===== config.mk =====
export PLATFORM = sky130hd
export DESIGN_NAME = uart_cmd_decoder
export DESIGN_NICKNAME = d
export VERILOG_FILES = /design/src/rtl/uart_cmd_decoder.sv
export SDC_FILE = /design/constraint.sdc
export NUM_CORES = 1
export LEC_CHECK = 0
export CAP_MARGIN = 20
export CORE_ASPECT_RATIO = 0.75
export CORE_MARGIN = 1.5
export CORE_UTILIZATION = 64
export DETAILED_ROUTE_END_ITERATION = 16
export PLACE_DENSITY = 0.95
export SLEW_MARGIN = 20
export SYNTH_ARGS = -nofsm -noshare
export SYNTH_HDL_FRONTEND = slang
export SYNTH_SLANG_ARGS = --single-unit

===== constraint.sdc =====
create_clock -name clk -period 5.4 [get_ports clk]
set_input_delay 0.81 -clock clk [delete_from_list [all_inputs] [get_ports clk]]
set_output_delay 0.81 -clock clk [all_outputs]
set_load 0.02 [all_outputs]

===== src/rtl/uart_cmd_decoder.sv =====
// rtl/uart_cmd_decoder.sv - UART command decoder: byte FIFO, command FSM, button pulses, switch levels
//
// Buffers received UART bytes in a small FIFO and decodes them one at a time:
//   - button characters (BTN_CHARS) load a per-channel pulse counter,
//   - digits '0'..'0'+NUM_SW-1 toggle a switch channel,
//   - 'S'<d> / 'C'<d> set / clear a switch channel explicitly,
//   - CR / LF are ignored, anything else is rejected (cmd_err).
// Optional echo path under macro UART_CMD_ECHO_EN (tx_data/tx_start/tx_busy, ECHO state).
//
// Ports:
//   clk, rst      clock, asynchronous active-high reset
//   rx_data       received byte, valid with rx_done
//   rx_done       one-cycle strobe, byte available
//   btn_pulse     stretched button pulses (PULSE_LEN cycles), registered
//   sw_state      switch levels, registered
//   cmd_err       one-cycle pulse on a rejected byte
//   fifo_ovf      one-cycle pulse on a byte dropped because the FIFO was full
//   err_cnt       saturating count of cmd_err + fifo_ovf events
//   tx_data       (UART_CMD_ECHO_EN) echo byte, '?' for a rejected byte
//   tx_start      (UART_CMD_ECHO_EN) one-cycle transmit request
//   tx_busy       (UART_CMD_ECHO_EN) transmitter busy
module uart_cmd_decoder #(
  parameter int                   NUM_BTN    = 4,
  parameter logic [8*NUM_BTN-1:0] BTN_CHARS  = 32'h64_75_6C_72,
  parameter int                   NUM_SW     = 3,
  parameter logic [NUM_SW-1:0]    SW_RESET   = '0,
  parameter int                   PULSE_LEN  = 1,
  parameter int                   FIFO_DEPTH = 4
) (
  input  logic               clk,
  input  logic               rst,
  input  logic [7:0]         rx_data,
  input  logic               rx_done,
  output logic [NUM_BTN-1:0] btn_pulse,
  output logic [NUM_SW-1:0]  sw_state,
  output logic               cmd_err,
  output logic               fifo_ovf,
  output logic [7:0]         err_cnt
`ifdef UART_CMD_ECHO_EN
  ,
  output logic [7:0]         tx_data,
  output logic               tx_start,
  input  logic               tx_busy
`endif
);

  localparam int PTR_W = (FIFO_DEPTH > 1) ? $clog2(FIFO_DEPTH) : 1;
  localparam int CNT_W = PTR_W + 1;

  typedef enum logic [1:0] {
    S_IDLE   = 2'd0,
    S_DECODE = 2'd1,
    S_ARG    = 2'd2
`ifdef UART_CMD_ECHO_EN
    ,
    S_ECHO   = 2'd3
`endif
  } state_t;

  // FIFO
  logic [7:0]       mem_q [FIFO_DEPTH];
  logic [7:0]       mem_d [FIFO_DEPTH];
  logic [PTR_W-1:0] wr_ptr_q, wr_ptr_d, rd_ptr_q, rd_ptr_d;
  logic [CNT_W-1:0] count_q, count_d;
  logic             fifo_empty, fifo_full, push, pop;

  // FSM / decode
  state_t             state_q, state_d;
  logic [7:0]         cur_byte_q, cur_byte_d;
  logic               arg_pending_q, arg_pending_d;
  logic               set_flag_q, set_flag_d;
  logic [NUM_SW-1:0]  sw_state_q, sw_state_d;
  logic               cmd_err_q, cmd_err_d;
  logic [NUM_BTN-1:0] btn_load;
  logic [NUM_BTN-1:0] btn_hit;
  logic [NUM_SW-1:0]  sw_hit;
  logic               is_prefix, is_eol;

  // Button pulses and error counting
  logic [7:0]         pulse_cnt_q [NUM_BTN];
  logic [7:0]         pulse_cnt_d [NUM_BTN];
  logic [NUM_BTN-1:0] btn_pulse_q, btn_pulse_d;
  logic               fifo_ovf_q, fifo_ovf_d;
  logic [7:0]         err_cnt_q, err_cnt_d;
  logic [8:0]         err_sum;

`ifdef UART_CMD_ECHO_EN
  logic [7:0] tx_data_q, tx_data_d;
  logic       tx_start_q, tx_start_d;
`endif

  assign fifo_empty = (count_q == '0);
  assign fifo_full  = (count_q == CNT_W'(FIFO_DEPTH));

  // Classify the byte under decode. Scanning buttons from the top down and
  // overwriting leaves the lowest matching index as the single hit.
  always_comb begin
    btn_hit = '0;
    for (int i = NUM_BTN - 1; i >= 0; i--) begin
      if (cur_byte_q == BTN_CHARS[8*i +: 8]) begin
        btn_hit    = '0;
        btn_hit[i] = 1'b1;
      end
    end
    sw_hit = '0;
    for (int k = 0; k < NUM_SW; k++) begin
      sw_hit[k] = (cur_byte_q == 8'(8'h30 + k));
    end
    is_prefix = (cur_byte_q == 8'h53) || (cur_byte_q == 8'h43);
    is_eol    = (cur_byte_q == 8'h0D) || (cur_byte_q == 8'h0A);
  end

  always_comb begin
    state_d       = state_q;
    cur_byte_d    = cur_byte_q;
    arg_pending_d = arg_pending_q;
    set_flag_d    = set_flag_q;
    sw_state_d    = sw_state_q;
    cmd_err_d     = 1'b0;
    btn_load      = '0;
    pop           = 1'b0;
`ifdef UART_CMD_ECHO_EN
    tx_data_d     = tx_data_q;
    tx_start_d    = 1'b0;
`endif
    case (state_q)
      S_IDLE, S_ARG: begin
        if (!fifo_empty) begin
          pop        = 1'b1;
          cur_byte_d = mem_q[rd_ptr_q];
          state_d    = S_DECODE;
        end
      end
      S_DECODE: begin
        if (arg_pending_q) begin
          // Second byte of S<d>/C<d>: only a valid digit is accepted.
          arg_pending_d = 1'b0;
          if (|sw_hit) begin
            sw_state_d = set_flag_q ? (sw_state_q | sw_hit) : (sw_state_q & ~sw_hit);
          end else begin
            cmd_err_d = 1'b1;
          end
        end else if (|btn_hit) begin
          btn_load = btn_hit;
        end else if (|sw_hit) begin
          sw_state_d = sw_state_q ^ sw_hit;
        end else if (is_prefix) begin
          arg_pending_d = 1'b1;
          set_flag_d    = (cur_byte_q == 8'h53);
        end else if (!is_eol) begin
          cmd_err_d = 1'b1;
        end
`ifdef UART_CMD_ECHO_EN
        tx_data_d = cmd_err_d ? 8'h3F : cur_byte_q;
        state_d   = S_ECHO;
`else
        state_d   = arg_pending_d ? S_ARG : S_IDLE;
`endif
      end
`ifdef UART_CMD_ECHO_EN
      S_ECHO: begin
        // arg_pending_q still tells whether the echoed byte was a prefix.
        if (!tx_busy) begin
          tx_start_d = 1'b1;
          state_d    = arg_pending_q ? S_ARG : S_IDLE;
        end
      end
`endif
      default: state_d = S_IDLE;
    endcase
  end

  always_comb begin
    // A same-cycle pop frees a slot, so a full FIFO still accepts the byte.
    push       = rx_done && (!fifo_full || pop);
    fifo_ovf_d = rx_done && fifo_full && !pop;
    mem_d      = mem_q;
    if (push) begin
      mem_d[wr_ptr_q] = rx_data;
    end
    wr_ptr_d = push ? wr_ptr_q + 1'b1 : wr_ptr_q;
    rd_ptr_d = pop ? rd_ptr_q + 1'b1 : rd_ptr_q;
    count_d  = count_q + CNT_W'(push) - CNT_W'(pop);

    // A retrigger reloads rather than extends the pulse.
    for (int i = 0; i < NUM_BTN; i++) begin
      if (btn_load[i]) begin
        pulse_cnt_d[i] = 8'(PULSE_LEN);
      end else if (pulse_cnt_q[i] != 8'd0) begin
        pulse_cnt_d[i] = pulse_cnt_q[i] - 8'd1;
      end else begin
        pulse_cnt_d[i] = 8'd0;
      end
      btn_pulse_d[i] = (pulse_cnt_d[i] != 8'd0);
    end

    err_sum   = {1'b0, err_cnt_q} + 9'(cmd_err_d) + 9'(fifo_ovf_d);
    err_cnt_d = err_sum[8] ? 8'hFF : err_sum[7:0];
  end

  always_ff @(posedge clk or posedge rst) begin
    if (rst) begin
      mem_q         <= '{default: 8'h00};
      wr_ptr_q      <= '0;
      rd_ptr_q      <= '0;
      count_q       <= '0;
      state_q       <= S_IDLE;
      cur_byte_q    <= 8'h00;
      arg_pending_q <= 1'b0;
      set_flag_q    <= 1'b0;
      sw_state_q    <= SW_RESET;
      cmd_err_q     <= 1'b0;
      fifo_ovf_q    <= 1'b0;
      err_cnt_q     <= 8'h00;
      pulse_cnt_q   <= '{default: 8'h00};
      btn_pulse_q   <= '0;
`ifdef UART_CMD_ECHO_EN
      tx_data_q     <= 8'h00;
      tx_start_q    <= 1'b0;
`endif
    end else begin
      mem_q         <= mem_d;
      wr_ptr_q      <= wr_ptr_d;
      rd_ptr_q      <= rd_ptr_d;
      count_q       <= count_d;
      state_q       <= state_d;
      cur_byte_q    <= cur_byte_d;
      arg_pending_q <= arg_pending_d;
      set_flag_q    <= set_flag_d;
      sw_state_q    <= sw_state_d;
      cmd_err_q     <= cmd_err_d;
      fifo_ovf_q    <= fifo_ovf_d;
      err_cnt_q     <= err_cnt_d;
      pulse_cnt_q   <= pulse_cnt_d;
      btn_pulse_q   <= btn_pulse_d;
`ifdef UART_CMD_ECHO_EN
      tx_data_q     <= tx_data_d;
      tx_start_q    <= tx_start_d;
`endif
    end
  end

  assign btn_pulse = btn_pulse_q;
  assign sw_state  = sw_state_q;
  assign cmd_err   = cmd_err_q;
  assign fifo_ovf  = fifo_ovf_q;
  assign err_cnt   = err_cnt_q;
`ifdef UART_CMD_ECHO_EN
  assign tx_data   = tx_data_q;
  assign tx_start  = tx_start_q;
`endif

endmodule

==> results.py, run 1 <==
metrics = {
    "critical_path": {
        "crit_required_ps": 5670,
        "startpoint_type": "flip-flop",
        "rr_worst_depth": 11,
        "max_stage_delay_ps": 600,
        "end_kind": "flip-flop",
        "cp.arrival_ps": 3300,
        "r2r_slack_ps": 2360,
        "r2r-start": "cur_byte_q[1]",
        "crit_type": "flip-flop to flip-flop",
        "cp_max_fo": 8,
        "crit_chain": "nand2b_1 > nor4b_1 > nor2_1 > nor4b_2 > a311o_1 > fa_1 > inv_1 > ha_1 > and3_1 > nand3_1 > nand2_1",
        "r2r_end": "err_cnt[5]",
        "critPathSlowestCell": "nor4b_1",
    },
    "placement": {
        "place_congestion": 0.8989,
        "dp.cells": 533,
        "portBuffers": 27,
        "dpl_cell_area_um2": 5162,
        "hpwl_mm": 6.351,
        "dpl_worst_slack_ps": 2226,
    },
    "sta": {
        "drv_slew": 0,
        "slew_headroom_pct": 37.80,
        "rsz0062_at_grt": "false",
        "period_share_pct": 56.21,
        "finalSetupTns_ps": 0,
        "worst_slack_ps": 2365,
        "hold_slack_ps": 500.8,
        "worst_pin_slew_ps": 929.5,
        "period_minus_slack_ps": 3035,
        "fin_skew_ps": 12.36,
        "max_freq_mhz": 329.5,
        "hold_violations": 0,
        "setup_viol": 0,
    },
    "detailed_routing": {
        "viasPerCell": 5.874,
        "dr.pass1.iters": 5,
        "vias": 3225,
        "postRouteAntennaNets": 0,
        "drc_errors": 0,
        "drtIter0Drc": 146,
        "drt-wirelength-per-cell_um": 16.90,
        "wl_mm": 9.277,
    },
    "worst_hold_path": {
        "hold_start": "mem_q[23]",
        "min_path_type": "flip-flop to flip-flop",
        "holdPathEnd": "mem_q[23]",
        "whs_path_depth": 1,
    },
    "logic_synthesis": {
        "synth_top_area_share_pct": 52.33,
        "synth_cell_types": 53,
        "synth_area_leaders": "dfrtp_1, mux2_1, ha_1, xnor2_1, mux4_2",
        "avgSynthCellArea_um2": 11.66,
        "yosysSeqAreaShare_pct": 52.33,
        "async_reset_ff_share_pct": 100.0,
        "post-synth-top-count-cell": "dfrtp_1",
        "synth_edf_count": 0,
        "synthTopCellsByCount": "dfrtp_1, nor2_1, mux2_1",
        "yosys_warnings": 0,
        "syn_nets": 438,
        "synth_flop_cell": "dfrtp_1",
        "syn_area_um2": 4782,
        "ys_seq_elements": 100,
        "yosysTopAreaCell": "dfrtp_1",
        "syn_inst": 410,
    },
    "clock_tree": {
        "clock_latency_ps": 380,
        "cts_sinks": 100,
        "cts_tree": "done",
        "cts_htree_levels": 3,
        "cts_root_buffer": "clkbuf_8",
        "cts.repair_timing.setup_buffer_count": 0,
        "post_cts_resized": 0,
        "clockBufferDepth": 2,
        "ctsHoldBuffers": 0,
        "clkTransAtPathRegs_ps": 100,
        "numCtsBuffers": 9,
    },
    "power_and_ir_drop": {
        "p_total_mw": 3.327,
        "power_leakage_nw": 2.332,
        "power.density_nw_per_um2": 619.8,
        "power.ir.vdd_worst_uv": 365.7,
    },
    "die": {
        "io_pins": 28,
        "die_x_um": 102.8,
        "coreArea_um2": 7297,
        "dieArea_um2": 8005,
        "fp.dieH_um": 77.86,
        "std_cell_rows": 27,
        "start_util_pct": 65.53,
    },
    "outcome": {
        "status": "completed",
    },
    "grt": {
        "grt_pass1_wl_mm": 15.68,
        "grt_use_total_pct": 26.03,
        "grt_pass1_vias": 3298,
        "antenna_found_initial": 0,
        "grt_overflow": 0,
        "grt_max_degree": 64,
    },
    "final_layout": {
        "final_area_um2": 5369,
        "fin_cells": 549,
        "drive_gt1_share_pct": 8.482,
        "fillers": 488,
        "diodes": 0,
        "synthToLayoutAreaGrowth_pct": 12.27,
        "final_nets": 471,
        "final_util_pct": 73.58,
    },
    "job": {
        "maxCapViolCount": 0,
    },
}
-- power breakdown --
part	switching (mW)	total, mW	leakage (nW)	internal (mW)
logic	0.653	1.33	1.04	0.681
registers	0.379	1.50	1.19	1.12
clock network	0.275	0.497	0.104	0.222
total	1.31	3.33	2.33	2.02
-- cell type report --
| type | instances | area, um^2 | share of cell area (%) |
|---|---|---|---|
| tap | 101 | 126.4 | 2.354 |
| sequential | 100 | 2502 | 46.61 |
| timing repair buffer | 28 | 277.8 | 5.174 |
| multi-input combinational | 278 | 2156 | 40.15 |
| clock inverter | 7 | 82.58 | 1.538 |
| inverter | 26 | 100.1 | 1.864 |
| clock buffer | 9 | 123.9 | 2.307 |
-- critical path: cells and delay by family (launching register included) --
family	cells	cell delay, ps
compound gates	1	220
fa+ha+maj	2	390
buf+inv	1	60
flops	1	470
simple gates	7	1780
-- how the worst max path moves through the flow --
stage	slack (ps)	end	startpoint	cells after the start
6_report	2360	err_cnt[5]	cur_byte_q[1]	11
5_1_grt	2060	err_cnt[2]	cur_byte_q[1]	11
4_1_cts	2370	err_cnt[5]	cur_byte_q[1]	11
3_5_place_dp	2230	count_q[2]	rx_done	11
3_3_place_gp	2390	count_q[2]	rx_done	11
2_1_floorplan	1970	asynchronous set/reset pin	rst	1
-- cell usage in the layout, fill, tap and decap left out, types with 10 or more instances in the layout --
cell / n
dfrtp_1: 100
nor2_1: 47
mux2_1: 36
nand2_1: 28
clkdlybuf4s50_1: 27
inv_1: 25
xnor2_1: 21
ha_1: 15
nor3_1: 11
nand3_1: 10
-- layer usage --
metal  GRT usage [%]  vias up  share of wire (%)
li1                -     1500                  -
met1           33.60     1605                 43
met2           41.66       94                 50
met3           6.667       26                4.0
met4           11.62        0                2.8
met5               0        -                  0
-- state kept, by name, indices dropped and copies added (netlist names), named ones only --
register / count
err_cnt: 8
rd_ptr_q: 2
cur_byte_q: 8
pulse_cnt_q: 32
state_q: 2
mem_q: 32
fifo_ovf: 1
arg_pending_q: 1
set_flag_q: 1
count_q: 3
wr_ptr_q: 2
btn_pulse: 4
cmd_err: 1
-- kinds of logic after synthesis --
| logic type | synth area share, % |
|---|---|
| flip-flops | 52.33 |
| multiplexers | 13.95 |
| AO/OA/AOI/OAI | 5.311 |
| buffers and inverters | 2.590 |
| adder cells (fa/ha/maj) | 4.762 |
| XOR/XNOR | 5.495 |
| AND/OR/NAND/NOR | 15.57 |
(Power assumes the default switching activity.)
==> inputs of run 2 (changes only) <==
--- a/config.mk
+++ b/config.mk
@@ -8,9 +8,9 @@
 export CAP_MARGIN = 20
 export CORE_ASPECT_RATIO = 0.75
 export CORE_MARGIN = 1.5
-export CORE_UTILIZATION = 64
+export CORE_UTILIZATION = 59
 export DETAILED_ROUTE_END_ITERATION = 16
-export PLACE_DENSITY = 0.95
+export PLACE_DENSITY = 0.89
 export SLEW_MARGIN = 20
 export SYNTH_ARGS = -nofsm -noshare
 export SYNTH_HDL_FRONTEND = slang
==> constraint.sdc (replaced) <==
create_clock -name clk -period 3 [get_ports clk]
set_input_delay 0.45 -clock clk [delete_from_list [all_inputs] [get_ports clk]]
set_output_delay 0.45 -clock clk [all_outputs]
set_load 0.02 [all_outputs]
==> results.py, run 2 (same netlist as run 1, synthesis figures left out) <==
metrics = {
    "critical_path": {
        "end_kind": "flip-flop",
        "cp.arrival_ps": 3030,
        "crit_family": "simple AND/OR/NAND/NOR gates",
        "cp_max_fo": 6,
        "max_stage_delay_ps": 440,
        "critPathSlowestCell": "dfrtp_1",
        "crit_required_ps": 3260,
        "startpoint_type": "flip-flop",
        "path_buf_inv": 1,
        "crit_chain": "nand2_1 > nor2_1 > o21ai_0 > o21ai_1 > a311o_1 > fa_1 > inv_1 > ha_1 > and3_1 > nand3_1 > nor3_1 > a21oi_1",
        "crit_type": "flip-flop to flip-flop",
    },
    "sta": {
        "max_freq_mhz": 361.3,
        "drv_slew": 0,
        "hold_violations": 0,
        "period_share_pct": 92.27,
        "slew_headroom_pct": 38.55,
        "period_minus_slack_ps": 2768,
        "worst_pin_slew_ps": 918.4,
        "hold_slack_ps": 494.5,
        "setup_viol": 0,
        "worst_slack_ps": 231.8,
        "fin_skew_ps": 13.07,
        "rsz0062_at_grt": "false",
        "finalSetupTns_ps": 0,
    },
    "clock_tree": {
        "clkTransAtPathRegs_ps": 90,
        "cts_htree_levels": 3,
        "cts_sinks": 100,
        "cts_tree": "done",
        "numCtsBuffers": 9,
        "cts_root_buffer": "clkbuf_8",
        "clockBufferDepth": 2,
        "clock_latency_ps": 370,
    },
    "final_layout": {
        "final_nets": 473,
        "final_util_pct": 68.29,
        "fillers": 564,
        "final_common_cell": "dfrtp_1",
        "final_cell_mix": "dfrtp_1, nor2_1, mux2_1, nand2_1, clkdlybuf4s50_1",
        "multiInputGateArea_um2": 2162,
        "reg_top3": "mem_q x32, pulse_cnt_q x32",
        "drive_gt1_share_pct": 8.889,
        "final-seq-area_um2": 2504,
        "synthToLayoutAreaGrowth_pct": 12.56,
        "diodes": 0,
    },
    "die": {
        "coreArea_um2": 7883,
        "io_pins": 28,
        "fp.dieH_um": 80.97,
        "std_cell_rows": 28,
        "die_x_um": 107.0,
        "dieArea_um2": 8660,
        "start_util_pct": 60.67,
    },
    "detailed_routing": {
        "drtIter0Drc": 151,
        "drc_errors": 0,
        "viasPerCell": 5.697,
        "wl_mm": 8.479,
        "postRouteAntennaNets": 0,
        "drt-wirelength-per-cell_um": 15.28,
        "dr.pass1.iters": 4,
        "vias": 3162,
    },
    "grt": {
        "antenna_found_initial": 0,
        "grt_max_degree": 101,
        "grt_pass1_wl_mm": 14.54,
        "grt_use_total_pct": 21.84,
        "grt_overflow": 0,
        "grt_pass1_vias": 3183,
    },
    "power_and_ir_drop": {
        "p_total_mw": 5.810,
        "power_leakage_nw": 2.326,
        "power.density_nw_per_um2": 1079,
        "power.ir.vdd_worst_uv": 604.8,
    },
    "job": {
        "maxCapViolCount": 0,
    },
    "placement": {
        "place_congestion": 0.9690,
        "portBuffers": 27,
        "dpl_worst_slack_ps": 216.5,
        "hpwl_mm": 6.053,
    },
    "outcome": {
        "status": "completed",
    },
    "worst_hold_path": {
        "min_path_type": "flip-flop to flip-flop",
    },
}
-- run 2: routing by layer --
metal	track usage, %	up-vias	share of wire [%]
met3	5.778	9	3.7
met4	6.800	0	1.1
met2	37.76	61	50
li1	-	1511	-
met1	27.27	1581	46
met5	0	-	0
-- run 2: final timing paths --
check                           cells after the start  slack, ps         endpoint          start
worst min register to register                      1        490        mem_q[10]      mem_q[10]
worst min-delay path                                1        490        mem_q[10]      mem_q[10]
worst max register to register                     12        230       err_cnt[6]  cur_byte_q[5]
worst max-delay path                               12        230       err_cnt[6]  cur_byte_q[5]
max in group asynchronous                           3       2020    cur_byte_q[0]            rst
min in group asynchronous                           3        560  pulse_cnt_q[24]            rst
-- run 2: where the power goes --
group / switching (mW) / leakage (nW) / internal [mW]
Sequential: 0.657 / 1.19 / 2.01
Combinational: 1.14 / 1.05 / 1.23
Clock: 0.442 / 0.0872 / 0.330
-- run 2: what timing repair did --
action,4_1_cts,5_1_grt
setup endpoints to repair,0,5
setup buffers,0,0
gates resized for setup,0,2
hold buffers,0,0
-- run 2: per-stage QoR --
step | cell area (um^2) | cells
after floorplan | 4786 | 410
after global placement | 5196 | 539
after detailed placement | 5196 | 539
after CTS | 5375 | 555
after global routing | 5383 | 555
final | 5383 | 555
-- run 2: layout make-up --
class	instances	share of cell area (%)
well taps	105	2.441
repair buffers	30	5.672
inverters	26	1.883
multi-input cells	278	40.17
clock buffers	12	2.696
flip-flops and latches	100	46.51
clock inverters	4	0.6276
==> inputs of run 3 (changes only) <==
--- a/config.mk
+++ b/config.mk
@@ -9,7 +9,9 @@
 export CORE_ASPECT_RATIO = 0.75
 export CORE_MARGIN = 1.5
 export CORE_UTILIZATION = 59
+export CTS_CLUSTER_SIZE = 14
 export DETAILED_ROUTE_END_ITERATION = 16
+export GPL_TIMING_DRIVEN = 0
 export PLACE_DENSITY = 0.89
 export SLEW_MARGIN = 20
 export SYNTH_ARGS = -nofsm -noshare
==> results.py, run 3 (same netlist as run 1, synthesis figures left out) <==
metrics = {
    "critical_path": {
        "startpoint_type": "flip-flop",
        "crit_type": "flip-flop to flip-flop",
        "crit_required_ps": 3260,
        "cp.arrival_ps": 3170,
        "end_kind": "flip-flop",
        "cp_max_fo": 8,
        "rr_worst_depth": 12,
        "r2r_slack_ps": 80,
    },
    "job": {
        "maxCapViolCount": 0,
    },
    "placement": {
        "place_congestion": 0.8733,
        "dpl_worst_slack_ps": 121.8,
        "hpwl_mm": 6.144,
        "dp.cells": 545,
        "portBuffers": 27,
    },
    "die": {
        "io_pins": 28,
        "start_util_pct": 60.67,
        "std_cell_rows": 28,
        "dieArea_um2": 8660,
        "coreArea_um2": 7883,
        "fp.dieH_um": 80.97,
        "die_x_um": 107.0,
    },
    "power_and_ir_drop": {
        "power.density_nw_per_um2": 1091,
        "power_leakage_nw": 2.369,
        "power.ir.vdd_worst_uv": 580.1,
    },
    "clock_tree": {
        "numCtsBuffers": 9,
        "clock_latency_ps": 370,
        "cts_sinks": 100,
        "cts_tree": "done",
        "cts.repair_timing.setup_buffer_count": 0,
        "clockBufferDepth": 2,
        "cts_htree_levels": 3,
        "cts_root_buffer": "clkbuf_8",
        "clkTransAtPathRegs_ps": 90,
    },
    "sta": {
        "worst_slack_ps": 83.89,
        "hold_slack_ps": 331.2,
        "max_freq_mhz": 342.9,
        "period_minus_slack_ps": 2916,
        "hold_violations": 0,
        "period_share_pct": 97.20,
        "slew_headroom_pct": 61.90,
        "drv_slew": 0,
        "setup_viol": 0,
        "worst_pin_slew_ps": 571.5,
        "fin_skew_ps": 9.051,
    },
    "detailed_routing": {
        "drtIter0Drc": 165,
        "drc_errors": 0,
        "postRouteAntennaNets": 0,
        "drt-wirelength-per-cell_um": 15.82,
        "vias": 3190,
        "dr.pass1.iters": 4,
        "viasPerCell": 5.686,
        "wl_mm": 8.873,
    },
    "grt": {
        "gr-usage-met3_pct": 6.501,
        "grt_most_used_layer": "met2",
        "grtUsageMet1_pct": 29.14,
        "grt_overflow": 0,
        "grt_pass1_vias": 3203,
        "grt_max_degree": 35,
        "antenna_found_initial": 0,
        "use_met2_pct": 36.60,
        "grt_use_total_pct": 22.31,
        "grt_pass1_wl_mm": 14.90,
    },
    "final_layout": {
        "fillers": 560,
        "diodes": 0,
        "synthToLayoutAreaGrowth_pct": 14.70,
        "fin_cells": 561,
        "final-seq-area_um2": 2504,
        "reg_top3": "mem_q x32, pulse_cnt_q x32",
        "multiInputGateArea_um2": 2195,
        "final_nets": 479,
        "drive_gt1_share_pct": 10.53,
        "final_cell_mix": "dfrtp_1, nor2_1, mux2_1, nand2_1, clkdlybuf4s50_1",
        "final_util_pct": 69.59,
        "final_common_cell": "dfrtp_1",
    },
    "outcome": {
        "status": "completed",
    },
    "worst_hold_path": {
        "min_path_type": "primary input to asynchronous set/reset pin",
    },
}
## run 3: timing repair
item / 4_1_cts / 5_1_grt
gates resized for setup: 1 / 11
setup endpoints to repair: 4 / 6
pin swaps: 0 / 2
hold buffers: 0 / 0
## run 3: path summary, 6_finish.rpt
path,to,startpoint
min,asynchronous set/reset pin,rst
max in group asynchronous,wr_ptr_q[0],rst
max reg2reg,err_cnt[6],cur_byte_q[1]
min reg2reg,flip-flop,flip-flop
max,err_cnt[6],cur_byte_q[1]
min in group clk,flip-flop,flip-flop
## run 3: per-layer routing
metal | part of all wire, % | up-vias
met1 | 46 | 1591
met4 | 1.9 | 0
met5 | 0 | -
met3 | 4.0 | 16
met2 | 48 | 73
li1 | - | 1510
## run 3: power by group
part	switching, mW	internal (mW)	total, mW
logic	1.28	1.27	2.55
registers	0.568	2.01	2.58
clock network	0.442	0.411	0.853
total	2.29	3.69	5.98
## run 3: worst max-delay path: stages (launching register included)
cell	delay, ps
dfrtp_2	440
nand2b_2	200
nor2_1	70
o21ai_0	270
o21ai_1	170
a311o_1	430
fa_1	390
inv_1	80
ha_1	200
and3_2	250
nand3_1	100
nor3_1	150
a21oi_1	60
## run 3: area by class of cell
class | count | area share, %
Multi-Input combinational cell | 278 | 40.01
Sequential cell | 100 | 45.64
Inverter | 26 | 1.848
Timing Repair Buffer | 30 | 6.022
Tap cell | 105 | 2.395
Clock buffer | 13 | 2.714
Buffer | 6 | 0.5246
Clock inverter | 3 | 0.8440
## run 3: stage by stage
| step | power, mW | TNS (ps) | cell area (um^2) |
|---|---|---|---|
| floorplan | 4.340 | 0 | 4786 |
| global placement | 4.839 | 0 | 5187 |
| detailed placement | 5.070 | 0 | 5248 |
| CTS | 5.960 | 0 | 5449 |
| global route | 6.450 | -263.4 | 5485 |
| finish | 5.984 | 0 | 5485 |
